--- config.mk ---
export PLATFORM = sky130hd
export DESIGN_NAME = player_motion
export DESIGN_NICKNAME = d
export VERILOG_FILES = /design/src/rtl/player_motion.sv
export SDC_FILE = /design/constraint.sdc
export NUM_CORES = 1
export LEC_CHECK = 0
export CAP_MARGIN = 40
export CORE_MARGIN = 5
export CORE_UTILIZATION = 60
export CTS_BUF_LIST = sky130_fd_sc_hd__clkbuf_8
export DETAILED_ROUTE_END_ITERATION = 8
export GPL_TIMING_DRIVEN = 0
export PLACE_DENSITY_LB_ADDON = 0.15
export SKIP_CTS_REPAIR_TIMING = 1
export SKIP_LAST_GASP = 1
export SLEW_MARGIN = 40
export SYNTH_ARGS = -nofsm -noshare
export SYNTH_HDL_FRONTEND = slang
export SYNTH_SLANG_ARGS = --single-unit
--- constraint.sdc ---
create_clock -name Clk -period 8.86 [get_ports Clk]
set_input_delay 2.215 -clock Clk [delete_from_list [all_inputs] [get_ports Clk]]
set_output_delay 2.215 -clock Clk [all_outputs]
set_load 0.1 [all_outputs]
--- src/rtl/player_motion.sv ---
`default_nettype none
// ============================================================================
//  Module   : player_motion
//  Purpose  : Platformer player kinematics. Horizontal walking with map/screen
//             saturation, jump/rise/fall/land vertical state machine against a
//             platform band (top/bot), and a sticky fell-off-map state.
//             All motion updates happen once per VGA frame tick.
//  Options  : define DOUBLE_JUMP_EN to allow one mid-air jump per landing.
//  Revision : 1.0  initial release
// ============================================================================
module player_motion #(
    parameter int SPEED    = 6,
    parameter int JUMP_V   = 12,
    parameter int GRAVITY  = 1,
    parameter int MAX_FALL = 10,
    parameter int PLAYER_W = 16,
    parameter int PLAYER_H = 16,
    parameter int X_MAX    = 639,
    parameter int Y_MAX    = 479,
    parameter int MAP_LEN  = 4473
) (
    input  logic        Clk,
    input  logic        Reset,
    input  logic        frame_clk,
    input  logic [7:0]  keycode,
    input  logic        can_move,
    input  logic [13:0] top,
    input  logic [13:0] bot,
    input  logic [9:0]  start_X,
    input  logic [9:0]  start_Y,
    output logic [9:0]  player_X,
    output logic [9:0]  player_Y,
    output logic [13:0] player_location,
    output logic [1:0]  state,
    output logic        fell
);

    typedef enum logic [1:0] {
        ST_GROUNDED = 2'b00,
        ST_RISING   = 2'b01,
        ST_FALLING  = 2'b10,
        ST_FELL     = 2'b11
    } state_t;

    localparam logic [13:0] c_speed    = 14'(SPEED);
    localparam logic [13:0] c_jump_v   = 14'(JUMP_V);
    localparam logic [13:0] c_gravity  = 14'(GRAVITY);
    localparam logic [13:0] c_max_fall = 14'(MAX_FALL);
    localparam logic [13:0] c_player_h = 14'(PLAYER_H);
    localparam logic [13:0] c_x_lim    = 14'(X_MAX - PLAYER_W);
    localparam logic [13:0] c_y_max    = 14'(Y_MAX);
    localparam logic [13:0] c_map_len  = 14'(MAP_LEN);
    localparam logic [7:0]  c_key_left  = 8'h04;
    localparam logic [7:0]  c_key_right = 8'h07;
    localparam logic [7:0]  c_key_jmp_a = 8'h1A;
    localparam logic [7:0]  c_key_jmp_b = 8'h2C;

    logic        frame_s1_q, frame_s1_d, frame_s2_q, frame_s2_d, tick_q, tick_d;
    logic [9:0]  pos_x_q, pos_x_d, pos_y_q, pos_y_d;
    logic [13:0] loc_q, loc_d, vel_q, vel_d;
    state_t      state_q, state_d;
    logic        fell_q, fell_d, jump_prev_q, jump_prev_d;
`ifdef DOUBLE_JUMP_EN
    logic        air_jump_q, air_jump_d;
`endif

    // Shared arithmetic, all 14-bit unsigned with explicit saturation
    logic        w_jump_key, w_jump_req;
    logic [13:0] w_x14, w_y14, w_feet, w_loc_left, w_loc_right, w_x_left, w_x_right;
    logic [13:0] w_rise_y, w_vel_rise, w_vel_fall, w_fall_y, w_fall_feet, w_snap_y;

    assign w_jump_key  = (keycode == c_key_jmp_a) || (keycode == c_key_jmp_b);
    assign w_jump_req  = w_jump_key && !jump_prev_q;
    assign w_x14       = {4'b0, pos_x_q};
    assign w_y14       = {4'b0, pos_y_q};
    assign w_feet      = w_y14 + c_player_h;
    assign w_loc_left  = (loc_q < c_speed) ? 14'd0 : loc_q - c_speed;
    assign w_loc_right = (loc_q >= c_map_len - c_speed) ? c_map_len : loc_q + c_speed;
    assign w_x_left    = (w_x14 < c_speed) ? 14'd0 : w_x14 - c_speed;
    assign w_x_right   = (w_x14 >= c_x_lim - c_speed) ? c_x_lim : w_x14 + c_speed;
    assign w_rise_y    = w_y14 - vel_q;
    assign w_vel_rise  = (vel_q < c_gravity) ? 14'd0 : vel_q - c_gravity;
    assign w_vel_fall  = (vel_q + c_gravity > c_max_fall) ? c_max_fall : vel_q + c_gravity;
    assign w_fall_y    = w_y14 + w_vel_fall;
    assign w_fall_feet = w_fall_y + c_player_h;
    assign w_snap_y    = (top < c_player_h) ? 14'd0 : top - c_player_h;

    // Next-state: frame edge detect plus per-tick horizontal and vertical motion
    always_comb begin
        frame_s1_d  = frame_clk;
        frame_s2_d  = frame_s1_q;
        tick_d      = frame_s1_q & ~frame_s2_q;
        pos_x_d     = pos_x_q;
        pos_y_d     = pos_y_q;
        loc_d       = loc_q;
        vel_d       = vel_q;
        state_d     = state_q;
        fell_d      = fell_q;
        jump_prev_d = jump_prev_q;
`ifdef DOUBLE_JUMP_EN
        air_jump_d  = air_jump_q;
`endif
        if (tick_q && (state_q != ST_FELL)) begin
            jump_prev_d = w_jump_key;
            if (keycode == c_key_left) begin
                loc_d = w_loc_left;
                if (can_move) pos_x_d = 10'(w_x_left);
            end else if (keycode == c_key_right) begin
                loc_d = w_loc_right;
                if (can_move) pos_x_d = 10'(w_x_right);
            end

            case (state_q)
                ST_GROUNDED: begin
                    if (w_jump_req) begin
                        vel_d   = c_jump_v;
                        state_d = ST_RISING;
                    end else if (top > w_feet) begin
                        vel_d   = 14'd0;
                        state_d = ST_FALLING;
                    end else if (top < w_feet) begin
                        pos_y_d = 10'(w_snap_y);
                    end
                end
                ST_RISING: begin
`ifdef DOUBLE_JUMP_EN
                    if (w_jump_req && air_jump_q) begin
                        vel_d      = c_jump_v;
                        air_jump_d = 1'b0;
                    end else
`endif
                    if (vel_q > w_y14) begin
                        // Would go above the screen: clamp and start falling
                        pos_y_d = 10'd0;
                        vel_d   = 14'd0;
                        state_d = ST_FALLING;
                    end else if ((w_feet > bot) && (w_rise_y <= bot)) begin
                        // Head hits the underside of the platform band
                        pos_y_d = 10'(bot + 14'd1);
                        vel_d   = 14'd0;
                        state_d = ST_FALLING;
                    end else begin
                        pos_y_d = 10'(w_rise_y);
                        vel_d   = w_vel_rise;
                        if (w_vel_rise == 14'd0) state_d = ST_FALLING;
                    end
                end
                ST_FALLING: begin
`ifdef DOUBLE_JUMP_EN
                    if (w_jump_req && air_jump_q) begin
                        vel_d      = c_jump_v;
                        air_jump_d = 1'b0;
                        state_d    = ST_RISING;
                    end else
`endif
                    if ((w_feet <= top) && (w_feet + w_vel_fall >= top)) begin
                        pos_y_d = 10'(w_snap_y);
                        vel_d   = 14'd0;
                        state_d = ST_GROUNDED;
`ifdef DOUBLE_JUMP_EN
                        air_jump_d = 1'b1;
`endif
                    end else begin
                        pos_y_d = 10'(w_fall_y);
                        vel_d   = w_vel_fall;
                        if (w_fall_feet > c_y_max) begin
                            state_d = ST_FELL;
                            fell_d  = 1'b1;
                        end
                    end
                end
                default: ;
            endcase
        end
    end

    // State registers; reset wins over a same-cycle tick
    always_ff @(posedge Clk) begin
        if (Reset) begin
            frame_s1_q  <= 1'b0;
            frame_s2_q  <= 1'b0;
            tick_q      <= 1'b0;
            pos_x_q     <= start_X;
            pos_y_q     <= start_Y;
            loc_q       <= {4'b0, start_X};
            vel_q       <= 14'd0;
            state_q     <= ST_GROUNDED;
            fell_q      <= 1'b0;
            jump_prev_q <= 1'b0;
`ifdef DOUBLE_JUMP_EN
            air_jump_q  <= 1'b1;
`endif
        end else begin
            frame_s1_q  <= frame_s1_d;
            frame_s2_q  <= frame_s2_d;
            tick_q      <= tick_d;
            pos_x_q     <= pos_x_d;
            pos_y_q     <= pos_y_d;
            loc_q       <= loc_d;
            vel_q       <= vel_d;
            state_q     <= state_d;
            fell_q      <= fell_d;
            jump_prev_q <= jump_prev_d;
`ifdef DOUBLE_JUMP_EN
            air_jump_q  <= air_jump_d;
`endif
        end
    end

    assign player_X        = pos_x_q;
    assign player_Y        = pos_y_q;
    assign player_location = loc_q;
    assign state           = state_q;
    assign fell            = fell_q;

endmodule
`default_nettype wire

==> results of run 1 <==
[metrics by stage]
| stage | std cells | power (mW) | hold slack [ns] |
|---|---|---|---|
| detailed placement | 1180 | 0.808 | 0.389 |
| finish | 1188 | 0.963 | 0.404 |
| global route | 1188 | 1.02 | 0.423 |
| CTS | 1188 | 0.954 | 0.406 |
| global placement | 1180 | 0.808 | 0.389 |
| floorplan | 942 | 0.680 | 0.367 |
[critical path: cells and delay by family (launching register included)]
kind	cells	cell delay (ns)
AO/OA/AOI/OAI	12	2.82
XOR/XNOR	1	0.10
flip-flops	1	0.51
AND/OR/NAND/NOR	8	1.49
buffers and inverters	3	0.67
adder cells (fa/ha/maj)	4	1.20
[layout make-up]
type	count	area share
buffer	39	0.0243
clock buffer	5	0.00839
clock inverter	3	0.00290
inverter	81	0.0371
multi-input combinational	767	0.641
sequential	55	0.171
tap	143	0.0218
timing repair buffer	95	0.0933
[power by group through the flow]
stage	Sequential (mW)	Clock, mW	Combinational, mW
after CTS	0.307	0.149	0.498
after global placement	0.313	0	0.495
final	0.308	0.149	0.506
after detailed placement	0.313	0	0.495
after floorplan	0.388	0	0.292
after global routing	0.310	0.159	0.551
[Yosys cell counts (18+ instances only)]
cell	n
sky130_fd_sc_hd__ha_1	91
sky130_fd_sc_hd__nor2_1	86
sky130_fd_sc_hd__inv_1	81
sky130_fd_sc_hd__a21oi_1	65
sky130_fd_sc_hd__nand2_1	59
sky130_fd_sc_hd__nand3_1	45
sky130_fd_sc_hd__o21ai_0	44
sky130_fd_sc_hd__xnor2_1	37
sky130_fd_sc_hd__nor3_1	36
sky130_fd_sc_hd__edfxtp_1	30
sky130_fd_sc_hd__clkbuf_1	27
sky130_fd_sc_hd__dfxtp_1	25
sky130_fd_sc_hd__a211oi_1	19
sky130_fd_sc_hd__and3_1	19
sky130_fd_sc_hd__nand4_1	18
[cells by family after synthesis]
group	Yosys count	synth area share
flip-flops	55	0.197
multiplexers	3	0.00493
XOR/XNOR	51	0.0628
AND/OR/NAND/NOR	342	0.243
adder cells (fa/ha/maj)	93	0.166
AO/OA/AOI/OAI	265	0.255
other	1	0.000527
buffers and inverters	120	0.0707
[worst min-delay path by stage]
stage	end	slack (ns)	cells after the start
floorplan	tick_q	0.37	1
global placement	tick_q	0.39	1
detailed placement	tick_q	0.39	1
CTS	tick_q	0.41	1
global route	tick_q	0.42	1
finish	tick_q	0.40	1
[registers in the layout, summed over array words and instances (netlist names)]
| signal | cells |
|---|---|
| player_location | 14 |
| vel_q | 14 |
| player_X | 10 |
| player_Y | 10 |
| state | 2 |
| fell | 1 |
| frame_s1_q | 1 |
| frame_s2_q | 1 |
| jump_prev_q | 1 |
| tick_q | 1 |
[metal layers]
| metal | GRT usage | vias up | share of wire |
|---|---|---|---|
| li1 | - | 3671 | - |
| met1 | 0.407 | 3421 | 0.42 |
| met2 | 0.469 | 417 | 0.44 |
| met3 | 0.0592 | 72 | 0.10 |
| met4 | 0.0927 | 0 | 0.033 |
| met5 | 0 | - | 0 |
==> qor.log, run 1 <==
INFO  worst_setup_path critical_path.endpoint=player_Y[4]
INFO  power          irDropWorstVdd=0.0000811V
INFO  cts            ctsRootBufferMaster=sky130_fd_sc_hd__clkbuf_8
INFO  synth          share_of_the_yosys_chip_area_belonging_to_registers=0.197
INFO  status         status=finished clean
INFO  synth          post-synth-top-area-fraction=0.160
INFO  synth          post_synth_instance_area=7110um2
INFO  cells_and_area layout.area.seq=1400um2
INFO  worst_setup_path cp_max_fo=10
INFO  worst_setup_path path_class=flip-flop to flip-flop
INFO  drt            drt_first_iter_violations=806
INFO  synth          synth.ff_latch_count=55
INFO  sta            rsz0062_at_grt=no
INFO  worst_setup_path cp-end-kind=flip-flop
INFO  worst_setup_path r2r-end=player_Y[4]
INFO  min_path       worst_hold_path_type=flip-flop to flip-flop
INFO  worst_setup_path arrival=7.11ns
INFO  floorplan      floorplan.initialDensity=0.617
INFO  sta            final_min_period_over_clock_period=0.795
INFO  global_routing largest_net_degree_at_the_start_of_global_routing=19
INFO  cts            clock_tree.buffer_depth=2
INFO  worst_setup_path setup.reg_to_reg.worst_slack=1.81ns
INFO  worst_setup_path timing.critical_path.required=8.92ns
INFO  global_routing grt_usage=0.296
INFO  synth          yosys.area.top_type=sky130_fd_sc_hd__ha_1
INFO  sta            timing.final.ws_setup=1.81ns
INFO  power          share_seq_of_total_power=0.320
INFO  synth          ys_dominant_reg_cell=sky130_fd_sc_hd__edfxtp_1
INFO  drt            dr_total_vias=7,581
INFO  power          total_switching_power=0.436mW
INFO  global_routing first_global_vias=6,973
INFO  drt            route.antenna.remaining_nets=0
INFO  worst_setup_path critical_path.reg2reg.startpoint=vel_q[1]
INFO  floorplan      dieHeight=119um
INFO  cts            worstSkewPairLatency=0.33ns
INFO  cells_and_area final_net_count=1,197
INFO  floorplan      boundaryPins=97
INFO  cells_and_area area_delta_synth_final=15.4%
INFO  floorplan      die_w=119um
INFO  cells_and_area layout.core_utilization=0.712
INFO  synth          ys_async_sr_fraction=0
INFO  cts            total_clock_sinks=55
INFO  global_routing grt_antenna_before_repair=0
INFO  floorplan      row_count=39
INFO  cells_and_area diodes=0
INFO  cells_and_area layout.cells.most_common_list=sky130_fd_sc_hd__ha_1 (91), sky130_fd_sc_hd__nor2_1 (86), sky130_fd_sc_hd__inv_1 (81)
INFO  drt            wl_per_cell=18.0um
INFO  worst_setup_path start_kind=flip-flop
INFO  cts            tritoncts=yes
INFO  min_path       worst_hold_startpoint=frame_s2_q
INFO  worst_setup_path critical_path.slowest_cell=sky130_fd_sc_hd__dfxtp_1
INFO  synth          ys_warn_count=0
INFO  synth          synth.distinct_cells=81
INFO  sta            setup_viol=0
INFO  power          power_report.internal_total=0.526mW
INFO  placement      gp_congestion=0.967
INFO  floorplan      core=11,500um2
INFO  cts            htree_num_levels=2
INFO  worst_setup_path crit_start=vel_q[1]
INFO  sta            slew_headroom=0.513
INFO  cts            clkSlewWorstSetupHoldPaths=0.11ns
INFO  power          p_clk_frac=0.155
INFO  power          leakage=3.38nW
INFO  power          cellPowerDensity=117nW/um2
INFO  worst_setup_path worstRegToRegCells=28
INFO  placement      placement.io_buffers=95
INFO  worst_setup_path biggest_cell_delay_along_the_critical_path=0.51ns
INFO  sta            timing.setup.tns=0ns
INFO  placement      preCtsSetupSlack=2.05ns
INFO  sta            maximum_operating_frequency=142MHz
INFO  power          power.switching_fraction=0.453
INFO  sta            clock-skew-final=0.0108ns
INFO  flow_run       max_cap_viols=0
INFO  synth          post_synth_main_area_contributors=sky130_fd_sc_hd__ha_1 (16%), sky130_fd_sc_hd__edfxtp_1 (13%), sky130_fd_sc_hd__dfxtp_1 (7.0%)
INFO  synth          avgSynthCellArea=7.64um2
INFO  cells_and_area drive_above_1_share=0.0718
INFO  placement      place_area=8100um2
INFO  global_routing globalRoute.totalOverflow=0
INFO  placement      hpwl=17,300um
INFO  cts            cts_made_buffers=5
INFO  synth          synth_edf_count=30
INFO  sta            worstMarginPinSlew=0.728ns
INFO  cells_and_area post-route-cell-area=8200um2
INFO  sta            min_period=7.05ns
INFO  cells_and_area area_of_the_multi_input_gates=5260um2
INFO  power          combinationalPowerShare=0.525
INFO  drt            detail_route.wirelength=21,400um
INFO  cells_and_area layout.cells.most_common=sky130_fd_sc_hd__ha_1
INFO  sta            drv_slew=0
INFO  drt            drt_pass1_iterations=6
INFO  drt            route.detailed.vias_per_inst=6.38
INFO  synth          synthesis.instances=930
INFO  global_routing grt_first_pass_wirelength=34,600um
INFO  floorplan      design.die.area=14,100um2
INFO  drt            drc=0
INFO  cells_and_area filler_cells=972
INFO  sta            report.final.hold_viol_count=0
(Power assumes the default switching activity.)
==> run 2: changes to the inputs <==
--- a/config.mk
+++ b/config.mk
@@ -7,7 +7,7 @@
 export LEC_CHECK = 0
 export CAP_MARGIN = 40
 export CORE_MARGIN = 5
-export CORE_UTILIZATION = 60
+export CORE_UTILIZATION = 58
 export CTS_BUF_LIST = sky130_fd_sc_hd__clkbuf_8
 export DETAILED_ROUTE_END_ITERATION = 8
 export GPL_TIMING_DRIVEN = 0
==> constraint.sdc (replaced) <==
create_clock -name Clk -period 6.6 [get_ports Clk]
set_input_delay 1.65 -clock Clk [delete_from_list [all_inputs] [get_ports Clk]]
set_output_delay 1.65 -clock Clk [all_outputs]
set_load 0.1 [all_outputs]
==> run 2 against run 1 <==
  * Non-clock buffer count shrank 1
  * Combinational power up 34%
  * Largest power group unchanged
  * Sequential power increased by 34%
  * Largest cell class unchanged
  * Critical path type unchanged
==> qor.log, run 2 (synthesis gave the netlist of run 1 again) <==
INFO  status         status=finished clean
INFO  sta            drv_slew=0
INFO  sta            maximum_operating_frequency=160MHz
INFO  min_path       worst_hold_startpoint=frame_s2_q
INFO  power          power_report.internal_total=0.719mW
INFO  sta            setup_viol=0
INFO  cts            clock_tree.buffer_depth=2
INFO  power          share_seq_of_total_power=0.316
INFO  power          power.switching_fraction=0.450
INFO  min_path       min_path_cells=1
INFO  power          cellPowerDensity=158nW/um2
INFO  cts            worstSkewPairLatency=0.32ns
INFO  floorplan      design.die.area=14,600um2
INFO  power          irDropWorstVdd=0.000140V
INFO  sta            timing.setup.tns=0ns
INFO  cells_and_area filler_cells=1,061
INFO  sta            report.final.hold_viol_count=0
INFO  cts            total_clock_sinks=55
INFO  floorplan      die_w=121um
INFO  cts            clkSlewWorstSetupHoldPaths=0.12ns
INFO  cts            htree_num_levels=2
INFO  worst_setup_path arrival=6.32ns
INFO  cells_and_area layout.cells.most_common=sky130_fd_sc_hd__ha_1
INFO  power          p_clk_frac=0.164
INFO  sta            min_period=6.26ns
INFO  global_routing largest_net_degree_at_the_start_of_global_routing=19
INFO  placement      hpwl=17,300um
INFO  cells_and_area instances_no_fill=1,191
INFO  worst_setup_path biggest_cell_delay_along_the_critical_path=0.41ns
INFO  global_routing grt_usage=0.289
INFO  worst_setup_path r2r-end=player_Y[3]
INFO  flow_run       max_cap_viols=0
INFO  sta            holdWs=0.395ns
INFO  drt            dr_total_vias=7,468
INFO  cts            ctsRootBufferMaster=sky130_fd_sc_hd__clkbuf_8
INFO  worst_setup_path critical_path.slowest_cell=sky130_fd_sc_hd__dfxtp_1
INFO  placement      dp_cells=1,184
INFO  cts            tritoncts=yes
INFO  placement      gp_congestion=0.969
INFO  sta            final_min_period_over_clock_period=0.948
INFO  placement      placement.io_buffers=95
INFO  global_routing grt_first_pass_wirelength=34,300um
INFO  cells_and_area drive_above_1_share=0.0833
INFO  sta            rsz0062_at_grt=no
INFO  drt            drc=0
INFO  worst_setup_path start_kind=flip-flop
INFO  global_routing globalRoute.totalOverflow=0
INFO  power          leakage=3.41nW
INFO  drt            drt_first_iter_violations=642
INFO  cells_and_area final_net_count=1,196
INFO  floorplan      boundaryPins=97
INFO  floorplan      row_count=40
INFO  floorplan      core=12,000um2
INFO  floorplan      dieHeight=121um
INFO  worst_setup_path critical_path.reg2reg.startpoint=vel_q[0]
INFO  global_routing first_global_vias=6,990
INFO  sta            clock-skew-final=0.0136ns
INFO  floorplan      floorplan.initialDensity=0.592
INFO  drt            wl_per_cell=18.0um
INFO  cells_and_area area_delta_synth_final=16.2%
INFO  drt            route.antenna.remaining_nets=0
INFO  cells_and_area layout.core_utilization=0.688
INFO  drt            drt_pass1_iterations=5
INFO  drt            detail_route.wirelength=21,400um
INFO  cells_and_area layout.area.seq=1400um2
INFO  min_path       worstHoldEndpoint=tick_q
INFO  sta            slew_headroom=0.421
INFO  cts            cts_made_buffers=5
INFO  sta            worstMarginPinSlew=0.847ns
INFO  global_routing grt_antenna_before_repair=0
INFO  cells_and_area layout.cells.most_common_list=sky130_fd_sc_hd__ha_1 (89), sky130_fd_sc_hd__nor2_1 (85), sky130_fd_sc_hd__inv_1 (81)
INFO  worst_setup_path cp_max_fo=10
INFO  cells_and_area area_of_the_multi_input_gates=5310um2
INFO  power          total_switching_power=0.587mW
INFO  cells_and_area diodes=0
INFO  worst_setup_path worstRegToRegCells=28
INFO  min_path       worst_hold_path_type=flip-flop to flip-flop
INFO  worst_setup_path path_class=flip-flop to flip-flop
INFO  drt            route.detailed.vias_per_inst=6.27
INFO  worst_setup_path timing.critical_path.required=6.66ns
INFO  worst_setup_path setup.reg_to_reg.worst_slack=0.34ns
INFO  power          combinationalPowerShare=0.520
INFO  worst_setup_path cp-end-kind=flip-flop
run 2: cell types whose count changed in the layout (fill, tap and decap cells not counted), moves of 2 or more:
cell / previous run / this run
sky130_fd_sc_hd__clkbuf_1: 27 / 24
sky130_fd_sc_hd__ha_2: 0 / 2
sky130_fd_sc_hd__o21ai_0: 43 / 41
sky130_fd_sc_hd__ha_1: 91 / 89
run 2: power groups by stage:
| stage | Sequential [mW] | Combinational (mW) | Clock [mW] |
|---|---|---|---|
| 2_1_floorplan | 0.520 | 0.393 | 0 |
| 3_3_place_gp | 0.420 | 0.666 | 0 |
| 3_5_place_dp | 0.420 | 0.662 | 0 |
| 4_1_cts | 0.412 | 0.666 | 0.217 |
| 5_1_grt | 0.415 | 0.742 | 0.232 |
| 6_report | 0.413 | 0.679 | 0.214 |
run 2: per-layer routing:
layer | vias up | wire, um | track usage
li1 | 3671 | - | -
met5 | - | 0 | 0
met4 | 0 | 455 | 0.0737
met3 | 43 | 1890 | 0.0468
met2 | 350 | 9720 | 0.476
met1 | 3404 | 9360 | 0.395
run 2: layout make-up:
type	instances	share of cell area
flip-flops and latches	55	0.170
plain buffers	38	0.0239
repair buffers	95	0.0927
inverters	81	0.0368
multi-input cells	767	0.642
well taps	147	0.0223
clock buffers	6	0.0100
clock inverters	2	0.00242
run 2: worst max-delay path, delay by kind of cell, from the launching register on:
kind / cells / cell delay [ns]
adder cells (fa/ha/maj): 3 / 1.03
AO/OA/AOI/OAI: 13 / 2.37
buffers and inverters: 3 / 0.58
flip-flops: 1 / 0.41
XOR/XNOR: 1 / 0.17
AND/OR/NAND/NOR: 8 / 1.45
run 2: worst max path at each step:
stage / slack [ns] / endpoint / cells after the start / from
after floorplan: 1.19 / player_Y[9] / 27 / vel_q[1]
after global placement: -0.12 / player_Y[4] / 27 / vel_q[1]
after detailed placement: -0.15 / player_Y[4] / 28 / vel_q[1]
after CTS: -0.20 / player_Y[4] / 28 / vel_q[1]
after global routing: 0.04 / player_Y[3] / 29 / vel_q[0]
final: 0.34 / player_Y[3] / 28 / vel_q[0]
run 2: per-stage QoR:
stage | worst slack [ns] | area (um2) | power (mW)
after CTS | -0.198 | 8210 | 1.29
after global placement | -0.121 | 8290 | 1.09
after global routing | 0.0413 | 8260 | 1.39
after detailed placement | -0.146 | 8100 | 1.08
final | 0.341 | 8260 | 1.31
after floorplan | 1.19 | 7150 | 0.913
